--- src/rtl/param_event_counter_pkg.sv ---
// param_event_counter_pkg: shared mode encodings and FSM state type for the event counter
//   Ports: none (package only)
package param_event_counter_pkg;

    localparam logic [1:0] MODE_WRAP    = 2'b00;
    localparam logic [1:0] MODE_SAT     = 2'b01;
    localparam logic [1:0] MODE_ONESHOT = 2'b10;

    typedef enum logic {
        ST_RUN  = 1'b0,
        ST_DONE = 1'b1
    } state_t;

endpackage

--- src/rtl/event_prescaler.sv ---
// event_prescaler: divides enabled cycles so only every PRESCALE-th one produces a tick
//   clk      : clock, rising edge
//   reset    : synchronous active-high reset, phase returns to 0
//   i_clr    : synchronous phase restart (driven by counter load)
//   i_enable : counts one enabled cycle; phase holds while low
//   o_tick   : high in the cycle that completes a PRESCALE-cycle group
module event_prescaler #(
    parameter int PRESCALE = 4
)(
    input  logic clk,
    input  logic reset,
    input  logic i_clr,
    input  logic i_enable,
    output logic o_tick
);

    localparam int PW = (PRESCALE > 1) ? $clog2(PRESCALE) : 1;

    logic [PW-1:0] r_cnt;

    assign o_tick = i_enable && (r_cnt == PW'(PRESCALE - 1));

    always_ff @(posedge clk) begin
        if (reset || i_clr)
            r_cnt <= '0;
        else if (i_enable)
            r_cnt <= o_tick ? '0 : r_cnt + PW'(1);
    end

endmodule

--- src/rtl/param_event_counter.sv ---
// param_event_counter: WIDTH-bit up/down event counter with wrap/saturate/one-shot terminal modes
//   Optional macro PARAM_EVENT_COUNTER_PRESCALE_EN adds parameter PRESCALE and a step divider.
//   clk, reset    : clock and synchronous active-high reset
//   enable, up_dn : step request and direction (1 = up)
//   mode          : 00 wrap, 01 saturate, 10 one-shot, 11 treated as wrap
//   max_val       : up terminal value / down wrap target
//   load,load_val : synchronous load (beats stepping, leaves DONE)
//   start         : re-arms one-shot from DONE
//   flag_clr      : clears sticky flags (a same-cycle set wins)
//   count_out, tc_pulse, overflow_out, underflow_out, done_out : registered outputs
module param_event_counter
    import param_event_counter_pkg::*;
#(
    parameter int              WIDTH     = 8,
    parameter logic [WIDTH-1:0] RESET_VAL = '0
`ifdef PARAM_EVENT_COUNTER_PRESCALE_EN
    ,
    parameter int              PRESCALE  = 4
`endif
)(
    input  logic             clk,
    input  logic             reset,
    input  logic             enable,
    input  logic             up_dn,
    input  logic [1:0]       mode,
    input  logic [WIDTH-1:0] max_val,
    input  logic             load,
    input  logic [WIDTH-1:0] load_val,
    input  logic             start,
    input  logic             flag_clr,
    output logic [WIDTH-1:0] count_out,
    output logic             tc_pulse,
    output logic             overflow_out,
    output logic             underflow_out,
    output logic             done_out
);

    state_t           r_state, w_state_nxt;
    logic [WIDTH-1:0] r_count, w_count_nxt;
    logic             r_tc, r_ovf, r_udf;
    logic             w_tick, w_step, w_term, w_wrap;

`ifdef PARAM_EVENT_COUNTER_PRESCALE_EN
    event_prescaler #(.PRESCALE(PRESCALE)) u_prescaler (
        .clk      (clk),
        .reset    (reset),
        .i_clr    (load),
        .i_enable (enable),
        .o_tick   (w_tick)
    );
`else
    assign w_tick = 1'b1;
`endif

    // load outranks stepping, so a step is only taken when no load is pending
    assign w_step = (r_state == ST_RUN) && enable && w_tick && !load;
    // >= so a count left above a lowered max_val still terminates instead of running away
    assign w_term = up_dn ? (r_count >= max_val) : (r_count == '0);
    // the reserved mode encoding behaves as wrap
    assign w_wrap = (mode != MODE_SAT) && (mode != MODE_ONESHOT);

    always_comb begin
        w_state_nxt = r_state;
        w_count_nxt = r_count;
        if (load) begin
            w_count_nxt = load_val;
            w_state_nxt = ST_RUN;
        end else if (r_state == ST_DONE) begin
            // leaving one-shot mode also releases DONE
            w_state_nxt = (start || mode != MODE_ONESHOT) ? ST_RUN : ST_DONE;
        end else if (w_step) begin
            if (!w_term)
                w_count_nxt = up_dn ? r_count + WIDTH'(1) : r_count - WIDTH'(1);
            else if (w_wrap)
                w_count_nxt = up_dn ? '0 : max_val;
            w_state_nxt = (w_term && mode == MODE_ONESHOT) ? ST_DONE : ST_RUN;
        end
    end

    always_ff @(posedge clk) begin
        if (reset) begin
            r_state <= ST_RUN;
            r_count <= RESET_VAL;
            r_tc    <= 1'b0;
            r_ovf   <= 1'b0;
            r_udf   <= 1'b0;
        end else begin
            r_state <= w_state_nxt;
            r_count <= w_count_nxt;
            r_tc    <= w_step && w_term;
            r_ovf   <= (w_step && w_term && up_dn) || (r_ovf && !flag_clr);
            r_udf   <= (w_step && w_term && !up_dn) || (r_udf && !flag_clr);
        end
    end

    assign count_out     = r_count;
    assign tc_pulse      = r_tc;
    assign overflow_out  = r_ovf;
    assign underflow_out = r_udf;
    assign done_out      = (r_state == ST_DONE);

endmodule
--- config.mk ---
export PLATFORM = sky130hd
export DESIGN_NAME = param_event_counter
export DESIGN_NICKNAME = d
export VERILOG_FILES = /design/src/rtl/param_event_counter_pkg.sv /design/src/rtl/event_prescaler.sv /design/src/rtl/param_event_counter.sv
export SDC_FILE = /design/constraint.sdc
export NUM_CORES = 1
export LEC_CHECK = 0
export CAP_MARGIN = 30
export CORE_MARGIN = 2
export CORE_UTILIZATION = 45
export DETAILED_ROUTE_END_ITERATION = 8
export PLACE_DENSITY = 0.83
export SETUP_SLACK_MARGIN = 0.15
export SYNTH_ARGS = -nofsm -noshare
export SYNTH_HDL_FRONTEND = slang
export SYNTH_HIERARCHICAL = 1
export SYNTH_SLANG_ARGS = --single-unit
export TNS_END_PERCENT = 10
--- constraint.sdc ---
create_clock -name clk -period 3.9 [get_ports clk]
set_clock_uncertainty 0.05 [all_clocks]
set_input_delay 1.17 -clock clk [delete_from_list [all_inputs] [get_ports clk]]
set_output_delay 1.17 -clock clk [all_outputs]
set_load 0.03 [all_outputs]
## Word-level counts from Yosys, hierarchy flattened

Cells that the tools add are included.

- Output and inout bits: 12
- Bits in registers: 12
- Word-level logic and storage cells: 45

- Reduce and logical (&&, ||, !) cells: 19
- Multiplexer cells: 12
- $add $sub $neg: 2
- Eq/ne operators: 5
- Magnitude comparators: 1
- Bitwise operators: 1

Operator list:

| cell | count |
|---|---|
| $mux W8 | 7 |
| $logic_and A1 B1 Y1 | 9 |
| $add A8 B1 Y8 const B | 1 |
| $ge A8 B8 Y1 | 1 |
| $logic_not A8 Y1 | 1 |
| $sub A8 B1 Y8 const B | 1 |
| $mux W1 | 5 |
| $ne A2 B2 Y1 const B | 2 |
| $logic_not A1 Y1 | 3 |
| $logic_or A1 B1 Y1 | 3 |
| $ne A3 B2 Y1 const B | 1 |
| $reduce_and A3 Y1 | 1 |
| $eq A2 B2 Y1 const B | 1 |
| $ne A2 B1 Y1 const B | 1 |
| $reduce_bool A2 Y1 | 1 |
| $reduce_or A2 Y1 | 1 |
| $not A1 Y1 | 1 |

## Longest topological paths before layout

- Depth after elaboration: 7
- Mapped depth: 8
- Depth with buffers taken out: 7

## Least setup slack after synthesis

No wires, ideal clock.

- Path type: input -> register
- Start: input port up_dn
- End: register r_count[7] (netlist: count_out[7])
- Required time: 3.762 ns
- Arrival: 3.092 ns
- Cell stages on the path: 8
- Setup slack: 0.669 ns
- Path through: clkbuf_1 > inv_1 > ha_1 > a211oi_1 > o211ai_1 > a31oi_1 > mux2_2 > o32ai_2

- Cells in the longest elaborated chain, start to end: 6
- Elaborated cells on any way between the ends: 10
- Classes of those cells: eq/ne: 1; mux: 8; reduce/logical: 1

Ends and longest elaborated chain:

| item | RTL line | source |
|---|---|---|
| start, declared | param_event_counter.sv:24 | `input logic up_dn,` |
| $mux W8 | param_event_counter.sv:75 | `w_count_nxt = up_dn ? '0 : max_val;` |
| $mux W8 | param_event_counter.sv:74 | `else if (w_wrap)` |
| $mux W8 | param_event_counter.sv:72 | `if (!w_term)` |
| $mux W8 | param_event_counter.sv:71 | `end else if (w_step) begin` |
| $mux W8 | param_event_counter.sv:68 | `end else if (r_state == ST_DONE) begin` |
| $mux W8 | param_event_counter.sv:65 | `if (load) begin` |
| end signal, assigned | param_event_counter.sv:89 | `r_count <= w_count_nxt;` |
| end, declared | param_event_counter.sv:39 | `logic [WIDTH-1:0] r_count, w_count_nxt;` |

Parallel ways exist; a longest one is shown, timed or not. The select of a mux whose other input is x is not followed.
A chain may end at the register's enable or synchronous reset.

## Worst setup path after layout

Same ends and word-level chain as after synthesis.

==> run_summary.xml <==
<?xml version="1.0" encoding="UTF-8"?>
<metrics>
  <group name="outcome">
    <metric name="status" unit="">finished clean</metric>
  </group>
  <group name="hold_path">
    <metric name="hold_path_origin" unit="">overflow_out$_SDFF_PP0_</metric>
    <metric name="holdPathEnd" unit="">overflow_out$_SDFF_PP0_</metric>
    <metric name="worstHoldPathCells" unit="">3</metric>
    <metric name="kind_of_path_behind_the_tightest_hold_check" unit="">reg -&gt; reg</metric>
  </group>
  <group name="route">
    <metric name="via_per_inst" unit="">6.11</metric>
    <metric name="top_signal_layer_used" unit="">met4</metric>
    <metric name="tritonroute_pass_1_iters" unit="">4</metric>
    <metric name="met3WireLength" unit="µm">146</metric>
    <metric name="via_count_of_the_routed_design" unit="">1333</metric>
    <metric name="drt_iter0_drc" unit="">22</metric>
    <metric name="totalWireLength" unit="mm">3.56</metric>
    <metric name="antenna_violating_nets_remaining" unit="">0</metric>
    <metric name="remaining_drc_errors" unit="">0</metric>
    <metric name="wl_per_cell" unit="µm">16.3</metric>
    <metric name="wl_met2" unit="mm">1.80</metric>
    <metric name="wl_met1" unit="mm">1.54</metric>
  </group>
  <group name="floorplanning">
    <metric name="io_pins" unit="">37</metric>
    <metric name="floorplan.initialDensity" unit="%">48.0</metric>
    <metric name="core_region_area" unit="µm²">2520</metric>
    <metric name="die-width" unit="µm">55.9</metric>
    <metric name="core.rowCount" unit="">18</metric>
    <metric name="die-area" unit="µm²">3120</metric>
    <metric name="die_h" unit="µm">55.9</metric>
  </group>
  <group name="place">
    <metric name="port_buffers" unit="">36</metric>
    <metric name="dp_hpwl" unit="mm">2.85</metric>
    <metric name="gp_congestion" unit="">0.864</metric>
    <metric name="post-place-cells" unit="">214</metric>
  </group>
  <group name="critical_path">
    <metric name="timing.critical_path.max_delay_family" unit="">compound AO/OA/AOI/OAI gates</metric>
    <metric name="timing.critical_path.to_type" unit="">flip-flop</metric>
    <metric name="crit_path_start_kind" unit="">primary input</metric>
    <metric name="worst_r2r_endpoint" unit="">count_out[3]$_SDFFE_PP0P_</metric>
    <metric name="required" unit="ns">4.06</metric>
    <metric name="regToRegSetupSlack" unit="ns">1.47</metric>
    <metric name="crit_path_top_delay_cell" unit="">sky130_fd_sc_hd__clkdlybuf4s50_1</metric>
    <metric name="critical_path.max_fanout" unit="">8</metric>
    <metric name="worstPathArrival" unit="ns">3.52</metric>
    <metric name="number_of_cells_traversed_by_the_worst_register_to_register_path" unit="">7</metric>
    <metric name="reg2reg_from" unit="">count_out[0]$_SDFFE_PP0P_</metric>
    <metric name="cpPeakStageDelay" unit="ns">0.41</metric>
    <metric name="worstSetupPathType" unit="">in -&gt; reg</metric>
    <metric name="cp.buffers_inverters" unit="">2</metric>
    <metric name="crit_chain" unit="">clkdlybuf4s50_1 -&gt; inv_1 -&gt; ha_1 -&gt; a211oi_1 -&gt; o211ai_1 -&gt; a31oi_1 -&gt; mux2_2 -&gt; o32ai_2</metric>
  </group>
  <group name="cts">
    <metric name="clock_edge_transition_at_the_registers_on_the_reported_setup_and_hold_paths" unit="ns">0.09</metric>
    <metric name="cts_resized" unit="">0</metric>
    <metric name="cts.hold.buffers_added" unit="">0</metric>
    <metric name="tritoncts_num_sinks" unit="">12</metric>
    <metric name="cts_setup_buffers" unit="">0</metric>
    <metric name="total_cts_buffers" unit="">3</metric>
    <metric name="tritoncts" unit="">yes</metric>
    <metric name="cts-htree-levels" unit="">1</metric>
    <metric name="worst_skew_pair.late_latency" unit="ns">0.29</metric>
    <metric name="ctsLongestPathBuffers" unit="">2</metric>
    <metric name="clock_tree_root_driver_cell" unit="">sky130_fd_sc_hd__clkbuf_4</metric>
  </group>
  <group name="logic_synthesis">
    <metric name="post_synth_and_or_nand_nor_area_fraction" unit="%">13.8</metric>
    <metric name="ys_ff_latch" unit="">12</metric>
    <metric name="yosysWarningCount" unit="">6</metric>
    <metric name="synth_xor_area_share" unit="%">3.62</metric>
    <metric name="postSynthNetCount" unit="">188</metric>
    <metric name="number_of_standard_cells_after_synthesis" unit="">147</metric>
    <metric name="netlist-cell-type-count" unit="">44</metric>
    <metric name="synth-compound-area-share" unit="%">35.0</metric>
    <metric name="synth.cell_area" unit="µm²">1210</metric>
    <metric name="synth_mux_area_share" unit="%">3.41</metric>
    <metric name="syn-mean-instance-area" unit="µm²">8.23</metric>
    <metric name="fraction_of_the_mapped_netlist_area_in_adder_cells" unit="%">17.2</metric>
    <metric name="main_combinational_cell_family_by_area_after_synthesis" unit="">compound AO/OA/AOI/OAI gates</metric>
    <metric name="synth-seq-area-share" unit="%">19.9</metric>
  </group>
  <group name="pwr">
    <metric name="ir_worst_vdd" unit="V">0.000237</metric>
    <metric name="leakagePower" unit="nW">0.701</metric>
    <metric name="power_density" unit="nW/µm²">318</metric>
  </group>
  <group name="cells_and_area">
    <metric name="area_overhead_of_the_layout_relative_to_synthesis" unit="%">37.0</metric>
    <metric name="final_net_count" unit="">230</metric>
    <metric name="layout_cell_share_with_drive_strength_beyond_1" unit="%">7.45</metric>
    <metric name="finish.cell_count_without_fillers" unit="">218</metric>
    <metric name="final_common_cell" unit="">sky130_fd_sc_hd__clkdlybuf4s50_1</metric>
    <metric name="most-common-layout-cells" unit="">36 x sky130_fd_sc_hd__clkdlybuf4s50_1, 20 x sky130_fd_sc_hd__inv_1, 15 x sky130_fd_sc_hd__ha_1, 13 x sky130_fd_sc_hd__o21ai_0, 12 x sky130_fd_sc_hd__dfxtp_1</metric>
    <metric name="n_antenna_cell" unit="">0</metric>
    <metric name="final_util" unit="%">65.7</metric>
  </group>
  <group name="sta">
    <metric name="finalSetupTns" unit="ns">0</metric>
    <metric name="max_clk_rate" unit="MHz">297</metric>
    <metric name="fraction_of_the_cycle_the_final_worst_path_needs" unit="%">86.2</metric>
    <metric name="fin_worst_hold_slack" unit="ns">0.511</metric>
    <metric name="final_max_slew_viol_count" unit="">0</metric>
    <metric name="report.final.setup_viol" unit="">0</metric>
    <metric name="period_minus_slack" unit="ns">3.36</metric>
    <metric name="report.final.hold_viol_count" unit="">0</metric>
    <metric name="tightestPinTransition" unit="ns">0.569</metric>
    <metric name="timing.max_slew.rel_slack" unit="%">61.9</metric>
    <metric name="grt_setup_unrepaired" unit="">no</metric>
  </group>
  <group name="grt">
    <metric name="gr-usage-all-layers" unit="%">23.5</metric>
    <metric name="grt_start_max_net_pins" unit="">11</metric>
    <metric name="number_of_global_route_vias_before_repair" unit="">1306</metric>
    <metric name="grt_antenna_before_repair" unit="">0</metric>
    <metric name="grt_pass1_wl" unit="mm">5.86</metric>
    <metric name="overflow" unit="">0</metric>
  </group>
  <group name="job">
    <metric name="max_cap_viols" unit="">0</metric>
  </group>
</metrics>
[kinds of logic after synthesis]
kind of cell    after synthesis
simple gates                 30
mux                           4
compound gates               57
buf+inv                      23
fa+ha+maj                    16
xor+xnor                      5
flops                        12
[stage by stage]
stage | setup slack, ns | instance area (µm²) | power [mW]
detailed placement | 0.196 | 1620 | 0.419
global placement | 0.314 | 1620 | 0.411
floorplan | 0.669 | 1210 | 0.327
finish | 0.538 | 1660 | 0.527
global route | 0.379 | 1660 | 0.557
CTS | 0.494 | 1660 | 0.526
[flip-flops by register name, summed over array words and instances, names as in the netlist]
signal	count
tc_pulse	1
done_out	1
overflow_out	1
underflow_out	1
count_out	8
[how the worst max path moves through the flow]
stage          cells after the start                   endpoint  start
2_1_floorplan                      8  count_out[7]$_SDFFE_PP0P_  up_dn
3_3_place_gp                       8  count_out[7]$_SDFFE_PP0P_  up_dn
3_5_place_dp                       8  count_out[7]$_SDFFE_PP0P_  up_dn
4_1_cts                            8  count_out[7]$_SDFFE_PP0P_  up_dn
5_1_grt                            8  count_out[7]$_SDFFE_PP0P_  up_dn
6_report                           8  count_out[7]$_SDFFE_PP0P_  up_dn
[cell usage after synthesis (all sizes together)]
master	n	share of area (%)
inv	20	6.2
ha	15	16
o21ai	13	5.4
dfxtp	12	20
nor2	11	3.4
o211ai	10	6.6
a221oi	8	5.8
a21oi	5	2.1
nand2	5	1.6
a211oi	4	2.5
a21o	4	2.6
nand3	4	1.7
mux2i	3	2.5
xnor2	3	2.2
nor4	2	2.8
o32a	2	1.7
o32ai	2	2.1
xor2	2	1.4
a22oi	1	0.62
a31oi	1	0.52
a32o	1	0.83
and3	1	0.52
and4	1	0.72
buf	1	0.41
clkbuf	1	0.31
clkinv	1	0.31
fa	1	1.7
mux2	1	0.93
nand2b	1	0.52
nor2b	1	0.52
nor3	1	0.41
nor3b	1	0.62
o2111a	1	0.93
o2111ai	1	0.72
o22ai	1	0.52
o311a	1	0.83
o31ai	1	0.62
o41ai	1	0.72
or2	1	0.52
or3	1	0.52
[routing by layer]
metal | track usage, % | up-vias
met5 | 0 | -
met4 | 8.84 | 0
met2 | 41.3 | 39
met3 | 2.56 | 9
li1 | - | 649
met1 | 29.3 | 636
[report_power, final]
part | leakage, nW | switching [mW] | internal [mW] | total [mW]
clock | 0.0210 | 0.0507 | 0.0570 | 0.108
sequential | 0.0988 | 0.0214 | 0.134 | 0.156
combinational | 0.581 | 0.141 | 0.123 | 0.264
[cell type report]
type / count / area (µm²)
Multi-Input combinational cell: 112 / 882
Fill cell: 223 / 865
Timing Repair Buffer: 39 / 383
Sequential cell: 12 / 240
Inverter: 21 / 78.8
Tap cell: 30 / 37.5
Clock buffer: 4 / 36.3
[worst reg2reg max path: cells and delay by family (launching register included)]
family                     cells  cell delay (ns)
and+or+nand+nor                1             0.16
buffers and inverters          1             0.13
DFF                            1             0.51
adders and majority gates      1             0.29
AOI/OAI and AO/OA              4             1.20
(Power assumes the default switching activity.)
